### src/rtl/mem_access_ctrl_pkg.sv
// Shared CPU-side encodings for the memory access controller: CPU state codes,
// opcodes, fault codes and the controller's internal enums.
package mem_access_ctrl_pkg;

  localparam int STATE_LEN = 3;

  localparam logic [STATE_LEN-1:0] STATE_IF  = 3'd0;
  localparam logic [STATE_LEN-1:0] STATE_MEM = 3'd3;

  localparam logic [5:0] OP_LW = 6'h23;
  localparam logic [5:0] OP_SW = 6'h2B;

  localparam logic [1:0] ERR_NONE     = 2'b00;
  localparam logic [1:0] ERR_MISALIGN = 2'b01;
  localparam logic [1:0] ERR_TIMEOUT  = 2'b10;

  typedef enum logic [1:0] {FSM_IDLE, FSM_REQ, FSM_WAIT, FSM_DONE} fsm_e;
  typedef enum logic [1:0] {KIND_NONE, KIND_FETCH, KIND_LOAD, KIND_STORE} kind_e;

  function automatic logic word_aligned(input logic [31:0] addr);
    return addr[1:0] == 2'b00;
  endfunction

endpackage

### src/rtl/mem_timeout_cnt.sv
// Wait-cycle counter: counts enabled cycles and flags the cycle that reaches limit.
module mem_timeout_cnt #(
  parameter int W = 8
) (
  input  logic         clk,
  input  logic         rst,
  input  logic         clear,
  input  logic         enable,
  input  logic [W-1:0] limit,
  output logic         expired
);

  logic [W-1:0] cnt_q;

  always_ff @(posedge clk or posedge rst) begin
    if (rst) begin
      cnt_q <= '0;
    end else if (clear) begin
      cnt_q <= '0;
    end else if (enable) begin
      cnt_q <= cnt_q + 1'b1;
    end
  end

  // Extra bit keeps the compare safe when cnt_q sits at its maximum value.
  assign expired = enable && (({1'b0, cnt_q} + 1'b1) == {1'b0, limit});

endmodule

### src/rtl/mem_access_ctrl.sv
// Multi-cycle CPU memory access controller: fetch/load/store handshake with
// misalignment and timeout faults, stall generation and one-shot re-arm.
module mem_access_ctrl
  import mem_access_ctrl_pkg::*;
#(
  parameter int TIMEOUT = 255
) (
  input  logic                 clk,
  input  logic                 rst,
  input  logic [STATE_LEN-1:0] state,
  input  logic [5:0]           opcode,
  input  logic [31:0]          pc,
  input  logic [31:0]          alu_addr,
  input  logic [31:0]          wdata,
  output logic                 mem_req,
  output logic                 mem_we,
  output logic [31:0]          mem_addr,
  output logic [31:0]          mem_wdata,
  input  logic [31:0]          mem_rdata,
  input  logic                 mem_ack,
  output logic [31:0]          ir,
  output logic [31:0]          mdr,
  output logic                 stall,
  output logic                 err,
  output logic [1:0]           err_code
);

  fsm_e                 fsm_q;
  kind_e                kind_q, last_kind_q, kind_d;
  logic                 armed_q;
  logic [STATE_LEN-1:0] last_state_q;
  logic                 mem_req_q, mem_we_q, err_q;
  logic [31:0]          mem_addr_q, mem_wdata_q, ir_q, mdr_q;
  logic [1:0]           err_code_q;
  logic [31:0]          addr_d;
  logic                 want_d, blocked_d, misalign_d, start_d;
  logic                 cnt_clear, cnt_enable, expired;

  always_comb begin
    kind_d = KIND_NONE;
    if (state == STATE_IF) begin
      kind_d = KIND_FETCH;
    end else if (state == STATE_MEM && opcode == OP_LW) begin
      kind_d = KIND_LOAD;
    end else if (state == STATE_MEM && opcode == OP_SW) begin
      kind_d = KIND_STORE;
    end
  end

  assign addr_d     = (kind_d == KIND_FETCH) ? pc : alu_addr;
  // After an access (or fault) the same state/kind must change before another start.
  assign blocked_d  = !armed_q && state == last_state_q && kind_d == last_kind_q;
  assign want_d     = fsm_q == FSM_IDLE && kind_d != KIND_NONE && !blocked_d;
  assign misalign_d = want_d && !word_aligned(addr_d);
  assign start_d    = want_d && !misalign_d;
  assign stall      = start_d || fsm_q == FSM_REQ || fsm_q == FSM_WAIT;

  assign cnt_clear  = fsm_q != FSM_WAIT;
  assign cnt_enable = fsm_q == FSM_WAIT && !mem_ack;

  mem_timeout_cnt #(.W(8)) u_timeout (
    .clk     (clk),
    .rst     (rst),
    .clear   (cnt_clear),
    .enable  (cnt_enable),
    .limit   (8'(TIMEOUT)),
    .expired (expired)
  );

  always_ff @(posedge clk or posedge rst) begin
    if (rst) begin
      fsm_q        <= FSM_IDLE;
      kind_q       <= KIND_NONE;
      last_kind_q  <= KIND_NONE;
      last_state_q <= '0;
      armed_q      <= 1'b1;
      mem_req_q    <= 1'b0;
      mem_we_q     <= 1'b0;
      mem_addr_q   <= '0;
      mem_wdata_q  <= '0;
      ir_q         <= '0;
      mdr_q        <= '0;
      err_q        <= 1'b0;
      err_code_q   <= ERR_NONE;
    end else begin
      case (fsm_q)
        FSM_IDLE: begin
          if (!armed_q && (state != last_state_q || kind_d != last_kind_q)) begin
            armed_q <= 1'b1;
          end
          if (start_d) begin
            fsm_q        <= FSM_REQ;
            kind_q       <= kind_d;
            mem_req_q    <= 1'b1;
            mem_we_q     <= kind_d == KIND_STORE;
            mem_addr_q   <= addr_d;
            mem_wdata_q  <= wdata;
            last_state_q <= state;
            last_kind_q  <= kind_d;
            armed_q      <= 1'b0;
          end else if (misalign_d) begin
            err_q        <= 1'b1;
            if (!err_q) err_code_q <= ERR_MISALIGN;
            last_state_q <= state;
            last_kind_q  <= kind_d;
            armed_q      <= 1'b0;
          end
        end
        FSM_REQ, FSM_WAIT: begin
          if (mem_ack) begin
            fsm_q     <= FSM_DONE;
            mem_req_q <= 1'b0;
            mem_we_q  <= 1'b0;
            if (kind_q == KIND_FETCH) ir_q  <= mem_rdata;
            if (kind_q == KIND_LOAD)  mdr_q <= mem_rdata;
          end else if (fsm_q == FSM_REQ) begin
            fsm_q <= FSM_WAIT;
          end else if (expired) begin
            fsm_q     <= FSM_IDLE;
            mem_req_q <= 1'b0;
            mem_we_q  <= 1'b0;
            err_q     <= 1'b1;
            if (!err_q) err_code_q <= ERR_TIMEOUT;
          end
        end
        FSM_DONE: fsm_q <= FSM_IDLE;
        default:  fsm_q <= FSM_IDLE;
      endcase
    end
  end

  assign mem_req   = mem_req_q;
  assign mem_we    = mem_we_q;
  assign mem_addr  = mem_addr_q;
  assign mem_wdata = mem_wdata_q;
  assign ir        = ir_q;
  assign mdr       = mdr_q;
  assign err       = err_q;
  assign err_code  = err_code_q;

endmodule
### config.mk
export PLATFORM = sky130hd
export DESIGN_NAME = mem_access_ctrl
export DESIGN_NICKNAME = d
export VERILOG_FILES = /design/src/rtl/mem_access_ctrl_pkg.sv /design/src/rtl/mem_timeout_cnt.sv /design/src/rtl/mem_access_ctrl.sv
export SDC_FILE = /design/constraint.sdc
export NUM_CORES = 1
export LEC_CHECK = 0
export CORE_ASPECT_RATIO = 2
export CORE_MARGIN = 2
export CORE_UTILIZATION = 46
export CTS_CLUSTER_DIAMETER = 30
export DETAILED_ROUTE_END_ITERATION = 8
export PLACE_DENSITY = 0.85
export SYNTH_ARGS = -nofsm -noshare
export SYNTH_HDL_FRONTEND = slang
export SYNTH_SLANG_ARGS = --single-unit
### constraint.sdc
create_clock -name clk -period 10.6 [get_ports clk]
set_input_delay 1.59 -clock clk [delete_from_list [all_inputs] [get_ports clk]]
set_output_delay 1.59 -clock clk [all_outputs]
set_load 0.005 [all_outputs]
==> out/results.ini <==
[outcome]
status=finished clean

[yosys]
ys_types=45
synthSimpleGateAreaFrac=0.0720
synth.top_cells.by_count=dfrtp_1 (150), mux2_2 (64), nand2_1 (44)
syn_area_um2=6590
synth_xor_area_frac=0.0160
synthCells=496
yosys.area.top_type=dfrtp_1
synth.mux.area_fraction=0.231
synth_fp_nets=645
synth_seq_cells=151
ys_top_cells_by_area=dfrtp_1 (57%), mux2_2 (11%), mux2_4 (7.3%), mux2i_1 (4.9%), nand2_1 (2.5%)
synth-compound-area-share=0.0638
yosysSeqAreaShare=0.574
synth_flop_cell=dfrtp_1
avgSynthCellArea_um2=13.3
synth_top_family_by_area=multiplexers
synth_fa_ha_area_frac=0.0171
ys_warn_count=0
synth-edff-count=0
synth_top_area_share=0.570
synth_most_common_cell=dfrtp_1
synthArstFlopShare=1.00

[setup_path]
required_ns=9.01
arrival_ns=4.08
cpMostUsedCell=clkdlybuf4s50_1
slowest_stage=clkdlybuf4s50_1
max_stage_delay_ns=0.50
path_cells=clkdlybuf4s50_1 -> nor3_2 -> buf_4 -> a311oi_2 -> a311oi_4 -> o221ai_4 -> nand2_1 -> clkdlybuf4s50_1
cp-start-kind=input pin
critPathTopFamily=buffers and inverters
cp_max_fo=37
critPathKind=input pin to output port
crit_path_end_kind=output port
cp_num_buf_inv=3

[detailed_routing]
met2WireLength_mm=10.0
ant_nets=0
drc=0
dr.first_iter.drc_count=129
routed_wl_mm=18.0
drt-met1-wl_mm=6.26
highest_layer=met4
wire_per_inst_um=18.5
vias=5078
vias_per_cell=5.22
drtPass1Iterations=4
route.met3.wl_mm=1.15

[cells_and_area]
drive_above_1_share=0.180
finalNetCount=920
design_area_um2=10100
syn2layout_area_growth_pct=53.9

[placed_design]
dp_hpwl_mm=13.4
gp_congestion=0.937
place_area_um2=9490
port_buffers=273
pre_cts_ws_ns=4.92

[clock_tree]
cts_sinks=151
cts_tree=done
clk_pin_slew_ns=0.07
numCtsBuffers=17
cts_resized=0
post_cts_buffers=0
clock_latency_ns=0.41
root_buffer=clkbuf_16
clk_path_buf_depth=2
cts_max_level=4
cts-hold-fix-buffers=0

[sta]
min_period_ns=5.67
hold_viol_final=0
final.setup.worst_slack_ns=4.93
max_freq_mhz=176
drv_slew=0
finalSetupViolations=0
worstMarginPinSlew_ns=0.886
setup-tns-final_ns=0
slew_headroom=0.409
finClkSkew_ns=0.0134
whs_ns=0.479
finalCritPeriodShare=0.535
grt_setup_unrepaired=no

[floorplan]
core_area_um2=14000
io_pins=274
die-area_um2=15400
rows=61
die_h_um=173
die_w_um=88.6
start_util=0.472

[power_and_ir_drop]
power.total_mw=2.32
power_density_nw_per_um2=229
peakVddDrop_mv=0.142
p_leak_nw=4.60

[run]
drv_cap=0

[global_routing]
grt.total_usage=0.238
antenna_found_initial=1
grt-ovfl-total=0
grt_max_degree=81
first_global_vias=5493
grt_pass1_wl_mm=28.0

[min_path]
hold_path.class=flop to flop

==> layout by cell type (no fill, tap or decap), types with 9 or more instances in the layout <==
master / instances
clkdlybuf4s50_1: 273
dfrtp_1: 150
mux2_2: 64
nand2_1: 44
mux2i_1: 32
mux2_4: 32
o21ai_0: 28
clkbuf_16: 17
o21ai_1: 14
inv_1: 11
and2_1: 11
ha_1: 9
==> power breakdown <==
group	internal [mW]	total, mW	switching (mW)
Sequential	0.763	0.875	0.112
Clock	0.420	0.662	0.241
Combinational	0.518	0.787	0.269
==> worst reg2reg max path, cell delays in order (launching register included) <==
cell and delay (ns):
dfrtp_1 0.40, xor2_1 0.17, nor4_1 0.44, o21ai_0 0.31, o221ai_4 0.25, buf_4 0.53, buf_4 0.65, mux2_4 0.37
==> area by class of cell <==
cell class                      count  area, um2
Antenna cell                        1       2.50
Clock buffer                       17        425
Clock inverter                     13        218
Fill cell                         946       3830
Inverter                           12       50.0
Multi-Input combinational cell    310       2650
Sequential cell                   151       3780
Tap cell                          189        236
Timing Repair Buffer              279       2780
==> logic make-up (layout without fill, tap and decap cells) <==
family | count (synthesis) | count (layout)
AOI/OAI and AO/OA | 67 | 67
xor gates and xnor gates | 12 | 12
adders and majority gates | 9 | 9
buffers and inverters | 35 | 321
DFF | 151 | 151
muxes | 128 | 128
other | 0 | 1
and+or+nand+nor | 94 | 94
==> registers in the layout (all words and copies together), names as in the netlist, 3 cells and up <==
| signal | count |
|---|---|
| ir | 32 |
| last_state_q | 3 |
| mdr | 32 |
| mem_addr | 32 |
| mem_wdata | 32 |
| u_timeout.cnt_q | 8 |
==> path summary, 6_finish.rpt <==
path,startpoint,end,slack [ns],cells after the start
setup / recovery,state[2],stall,4.93,8
hold / removal,mem_addr[29],mem_addr[29],0.48,2
setup reg to reg,last_state_q[1],mem_wdata[1],7.36,7
hold reg to reg,mem_addr[29],mem_addr[29],0.48,2
max in group asynchronous,rst,u_timeout.cnt_q[4],7.55,3
min in group asynchronous,rst,mem_wdata[0],1.68,2
==> layer usage <==
layer,track usage,vias up
met1,0.244,2489
met5,0,-
li1,-,2297
met3,0.0505,43
met2,0.438,249
met4,0.111,0
==> metrics by stage <==
stage | util | std cells
finish | 0.726 | 972
global route | 0.726 | 972
CTS | 0.726 | 971
detailed placement | 0.680 | 941
global placement | 0.680 | 941
floorplan | - | 496
No activity file was read; power rests on OpenSTA's default activity.
